<file path="src/rtl/cube_pkg.sv">
// ----------------------------------------------------------------------------
// cube_pkg
//   Shared definitions for the 8x8x8 LED cube datapath: cube geometry, the
//   512-bit frame type, the frame-buffer state encoding and a cell-index
//   helper (bit index = z*64 + y*8 + x).
//   No ports; imported by the cube modules.
// ----------------------------------------------------------------------------
package cube_pkg;

    localparam int CUBE_DIM    = 8;
    localparam int CUBE_CELLS  = CUBE_DIM * CUBE_DIM * CUBE_DIM;
    localparam int ROW_CELLS   = CUBE_DIM;
    localparam int LAYER_CELLS = CUBE_DIM * CUBE_DIM;

    typedef logic [CUBE_CELLS-1:0] cube_frame_t;

    // The pending buffer is either empty or holds an undisplayed generation.
    typedef enum logic {
        FB_EMPTY = 1'b0,
        FB_FULL  = 1'b1
    } fb_state_t;

    function automatic int unsigned cell_index(input int unsigned x,
                                               input int unsigned y,
                                               input int unsigned z);
        return z * LAYER_CELLS + y * ROW_CELLS + x;
    endfunction

endpackage

</file>
<file path="src/rtl/cube_stall_detect.sv">
// ----------------------------------------------------------------------------
// cube_stall_detect
//   Detects a cube that has stopped evolving. On every swap the incoming frame
//   is compared with the frame currently shown; consecutive equal swaps are
//   counted (saturating) and stalled is raised once STALL_GENS of them have
//   been seen in a row. A differing frame clears the count.
//
//   Ports:
//     clk         board clock
//     rst_n       asynchronous active-low reset
//     swap        high on the edge where the display buffer is reloaded
//     pend_frame  frame about to be displayed
//     disp_frame  frame currently displayed
//     stalled     registered stall flag
// ----------------------------------------------------------------------------
module cube_stall_detect #(
    parameter int CELLS      = 512,
    parameter int STALL_GENS = 4
) (
    input  logic             clk,
    input  logic             rst_n,
    input  logic             swap,
    input  logic [CELLS-1:0] pend_frame,
    input  logic [CELLS-1:0] disp_frame,
    output logic             stalled
);

    localparam int               CNT_W   = $clog2(STALL_GENS + 1);
    localparam logic [CNT_W-1:0] CNT_MAX = CNT_W'(STALL_GENS);

    logic [CNT_W-1:0] cnt;
    logic [CNT_W-1:0] cnt_next;

    // Count saturates at STALL_GENS, which is all the flag needs to see.
    always_comb begin
        cnt_next = cnt;
        if (pend_frame == disp_frame) begin
            if (cnt < CNT_MAX) begin
                cnt_next = cnt + 1'b1;
            end
        end else begin
            cnt_next = '0;
        end
    end

    // Flag is derived from the next count so it moves on the same swap edge.
    always_ff @(posedge clk or negedge rst_n) begin
        if (!rst_n) begin
            cnt     <= '0;
            stalled <= 1'b0;
        end else if (swap) begin
            cnt     <= cnt_next;
            stalled <= (cnt_next >= CNT_MAX);
        end
    end

endmodule

</file>
<file path="src/rtl/cube_frame_buffer.sv">
// ----------------------------------------------------------------------------
// cube_frame_buffer
//   Double-buffered frame store between the Life simulator and the cube
//   scanner. A new generation is captured into a pending buffer on each rising
//   edge of the slow simulation clock and is copied to the display buffer only
//   when the scanner finishes a frame, so a frame is never torn.
//
//   Optional feature: define CUBE_FB_STALL_DETECT_EN to build the stall
//   detector (cube_stall_detect); otherwise Stalled is tied low.
//
//   Ports:
//     Clk        board clock, all state on posedge
//     Reset      asynchronous active-low reset
//     SlowClk    slow simulation clock level (already in the Clk domain)
//     Cells      current generation from the simulator
//     FrameDone  one-cycle pulse after the last layer of a scan frame
//     Freeze     blocks swaps while high; capture continues
//     DispCells  stable frame for the scanner
//     Swapped    one-cycle pulse in the cycle after a swap edge
//     Pending    pending buffer holds an undisplayed generation
//     Overrun    sticky: a pending generation was overwritten undisplayed
//     Stalled    cube has stopped changing (0 without the stall detector)
// ----------------------------------------------------------------------------
module cube_frame_buffer
    import cube_pkg::*;
#(
    parameter int CELLS      = CUBE_CELLS,
    parameter int STALL_GENS = 4
) (
    input  logic             Clk,
    input  logic             Reset,
    input  logic             SlowClk,
    input  logic [CELLS-1:0] Cells,
    input  logic             FrameDone,
    input  logic             Freeze,
    output logic [CELLS-1:0] DispCells,
    output logic             Swapped,
    output logic             Pending,
    output logic             Overrun,
    output logic             Stalled
);

    fb_state_t        state;
    logic             slow_q;
    logic [CELLS-1:0] pend_buf;
    logic             gen_rise;
    logic             do_swap;

    // SlowClk is a register output in this domain, so a single delay stage
    // is enough for a clean rising-edge detect.
    assign gen_rise = SlowClk & ~slow_q;
    assign do_swap  = FrameDone & (state == FB_FULL) & ~Freeze;
    assign Pending  = (state == FB_FULL);

    // Capture, swap and fill-state tracking. A generation arriving on the
    // same edge as a swap refills the buffer right away: the old contents go
    // to the display, so nothing is lost and no overrun is flagged.
    always_ff @(posedge Clk or negedge Reset) begin
        if (!Reset) begin
            state     <= FB_EMPTY;
            slow_q    <= 1'b0;
            pend_buf  <= '0;
            DispCells <= '0;
            Swapped   <= 1'b0;
            Overrun   <= 1'b0;
        end else begin
            slow_q  <= SlowClk;
            Swapped <= do_swap;
            if (gen_rise) begin
                pend_buf <= Cells;
            end
            if (do_swap) begin
                DispCells <= pend_buf;
            end
            case (state)
                FB_EMPTY: begin
                    if (gen_rise) begin
                        state <= FB_FULL;
                    end
                end
                FB_FULL: begin
                    if (do_swap && !gen_rise) begin
                        state <= FB_EMPTY;
                    end else if (gen_rise && !do_swap) begin
                        Overrun <= 1'b1;
                    end
                end
                default: state <= FB_EMPTY;
            endcase
        end
    end

`ifdef CUBE_FB_STALL_DETECT_EN
    // Compares the outgoing pending frame with the frame it replaces.
    cube_stall_detect #(
        .CELLS      (CELLS),
        .STALL_GENS (STALL_GENS)
    ) u_stall (
        .clk        (Clk),
        .rst_n      (Reset),
        .swap       (do_swap),
        .pend_frame (pend_buf),
        .disp_frame (DispCells),
        .stalled    (Stalled)
    );
`else
    // Folds to constant 0; the parameter is referenced so both builds share
    // the same parameter list without an unused-parameter warning.
    assign Stalled = 1'b0 && (STALL_GENS > 0);
`endif

endmodule

</file>
<file path="config.mk">
export PLATFORM = sky130hd
export DESIGN_NAME = cube_frame_buffer
export DESIGN_NICKNAME = d
export VERILOG_FILES = /design/src/rtl/cube_pkg.sv /design/src/rtl/cube_stall_detect.sv /design/src/rtl/cube_frame_buffer.sv
export SDC_FILE = /design/constraint.sdc
export NUM_CORES = 1
export LEC_CHECK = 0
export CORE_AREA = 5 5 395 397
export DETAILED_ROUTE_END_ITERATION = 10
export DIE_AREA = 0 0 400 402
export HOLD_SLACK_MARGIN = 0.12
export PLACE_DENSITY_LB_ADDON = 0.05
export SETUP_SLACK_MARGIN = 0.5
export SYNTH_ARGS = -nofsm -noshare
export SYNTH_HDL_FRONTEND = slang
export SYNTH_SLANG_ARGS = --single-unit
</file>
<file path="constraint.sdc">
create_clock -name Clk -period 2.5 [get_ports Clk]
set_input_delay 0.5 -clock Clk [delete_from_list [all_inputs] [get_ports Clk]]
set_output_delay 0.5 -clock Clk [all_outputs]
set_load 0.1 [all_outputs]
</file>
==> qor.yml <==
run_status:
  status: "completed"
global_routing:
  antenna_found_initial: 67
  grt_max_degree: 90
  grtUsageTotal_pct: 16.3
  overflow: 0
  grt_pass1_vias: 26100
  grt_pass1_wl_um: 191000
clocking:
  root_buffer: "clkbuf_16"
  cts_inserted_buffers: 120
  cts_htree_levels: 3
  cts_sinks: 1028
  cts_max_path_buffers: 3
  clkLatencyLatePin_ns: 0.72
  clk_pin_slew_worst_paths_ns: 0.06
  cts_tree: "built"
cells_and_area:
  fin_util_pct: 36.3
  fin_cells: 5447
  layout.nets: 3816
  drive_gt1_share_pct: 51.0
  area_delta_synth_final_pct: 39.5
power:
  vdd.ir_drop.worst_mv: 0.763
  p_leak_nw: 23.8
  p_per_area_nw_per_um2: 1340
floorplan:
  ios: 1033
  dieArea_um2: 161000
  core_area_um2: 152000
  num_rows: 143
  initial_core_util_pct: 26.0
  die_h_um: 402
  die_x_um: 400
worst_setup_path:
  crit_arrival_ns: 1.40
  crit_buf_inv: 1
  path_delay_family: "flip-flops"
  cp_max_fo: 2
  crit_chain: "buf_4"
  cp.required_ns: 2.00
  worst_setup_path_start_kind: "register"
  cp-end-kind: "output port"
  critPathKind: "register to output port"
  r2r_slack_ns: 0.79
  critPathSlowestCell: "dfrtp_1"
  critical-path-max-stage-delay_ns: 0.39
timing:
  rsz0062_at_grt: "no"
  tightest_slew_ns: 0.580
  maxSlewHeadroom_pct: 61.3
  hold_violations: 0
  min_period_ns: 1.90
  finalSetupViolCount: 0
  min_period_over_period_pct: 76.2
  setup-tns-final_ns: 0
  maxSlewViolCount: 0
  fmax_mhz: 525
  fin_skew_ns: 0.0246
yosys:
  synth_most_common_cell: "dfrtp_1"
  netlist_area_um2: 39400
  avgSynthCellArea_um2: 18.2
  synth_fp_nets: 2690
  yosysWarnings: 0
  synth-edff-count: 0
  yosys_register_bits: 1028
  synth_flop_cell: "dfrtp_1"
  synthArstFlopShare_pct: 100
  yosysUniqueCellTypes: 16
  synth.area.top_cells: "dfrtp_1 (65%), mux2_2 (23%), mux2_4 (4.9%)"
  ys_seq_area_share_pct: 65.2
  synthTopCellsByCount: "dfrtp_1 (1028), mux2_2 (796), mux2_4 (130)"
  synth_cells: 2173
  synth_top_area_share_pct: 65.2
  netlist.top_cell.by_area: "dfrtp_1"
drt:
  vias_per_cell: 4.21
  wl_met3_um: 12500
  top_layer: "met5"
  wl_per_cell_um: 24.6
  route.met2.wl_um: 70700
  route.detailed.drc: 0
  antenna_left: 0
  wl_met1_um: 45900
  totalWireLength_um: 134000
  drt-initial-drc-count: 642
  via_count: 22900
  dr.pass1.iters: 4
flow_run:
  maxCapViolCount: 0
placed_design:
  place_hpwl_um: 102000
  numPortBuffers: 1031
  place_congestion: 0.779
  place_inst: 5206
min_path:
  hold_class: "primary input to async pin"
-- path summary, 6_finish.rpt --
check,from,to,depth (start not counted)
max in group asynchronous,Reset,DispCells[459],4
hold / removal,Reset,DispCells[467],2
min in group Clk,SlowClk,slow_q,1
hold reg to reg,pend_buf[457],DispCells[457],1
setup reg to reg,slow_q,pend_buf[475],3
setup / recovery,DispCells[130],DispCells[130],1
-- metrics by stage --
stage / hold WS, ns / area [um^2] / power (mW) / setup WS, ns
6_report: 0.269 / 55000 / 73.9 / 0.596
5_1_grt: 0.213 / 55000 / 76.7 / 0.507
4_1_cts: 0.161 / 55000 / 75.1 / 0.482
3_5_place_dp: 0.446 / 50600 / 56.2 / 0.134
3_3_place_gp: 0.449 / 50600 / 55.8 / 0.139
2_1_floorplan: 0.204 / 39400 / 47.2 / 0.727
-- sequential cells by signal (all words and copies together), names as in the netlist --
name,count
Pending,1
Swapped,1
Overrun,1
pend_buf,512
DispCells,512
slow_q,1
-- routing by layer --
layer	up-vias	GRT usage, %
li1	9966	-
met1	11900	16.5
met2	740	29.9
met3	253	6.76
met4	40	5.57
met5	-	0
-- report_power, final --
part	leakage [nW]	switching (mW)	internal [mW]	total [mW]
combinational	9.60	24.9	7.91	32.8
sequential	12.1	2.39	20.6	23.0
clock	2.04	7.15	10.9	18.1
total	23.8	34.5	39.4	73.9
-- logic make-up after synthesis --
family                 count (synthesis)  synth area share (%)
flip-flops                          1028                  65.2
multiplexers                        1024                  30.5
buffers and inverters                115                  4.17
AND/OR/NAND/NOR                        3                0.0825
AO/OA/AOI/OAI                          2                0.0413
other                                  1               0.00951
-- area by class of cell --
| type | instances | area (um^2) |
|---|---|---|
| Multi-Input combinational cell | 1030 | 12100 |
| Tap cell | 2030 | 2540 |
| Clock inverter | 43 | 519 |
| Antenna cell | 22 | 55.1 |
| Inverter | 1 | 30.0 |
| Sequential cell | 1028 | 25700 |
| Clock buffer | 175 | 3580 |
| Fill cell | 14500 | 96500 |
| Timing Repair Buffer | 1118 | 10500 |
-- placed cells by master (no fill, tap or decap), types with 2 or more instances in the layout --
cell / n
clkbuf_16: 123
buf_6: 65
mux2_1: 98
clkdlybuf4s50_1: 515
inv_16: 3
clkinv_2: 27
mux2_2: 796
clkbuf_8: 31
clkinvlp_4: 2
diode_2: 22
buf_4: 490
buf_12: 44
buf_8: 3
dfrtp_1: 1025
mux2_4: 130
bufinv_16: 10
clkbuf_1: 21
dfrtp_2: 3
-- what timing repair did --
action | in CTS | in global routing
gates resized for setup | 70 | 1
setup buffers | 0 | 0
hold buffers | 1 | 0
setup endpoints to repair | 66 | 1
endpoints found under the hold margin | 55 | 0
Power figures use the tool's default switching activity.
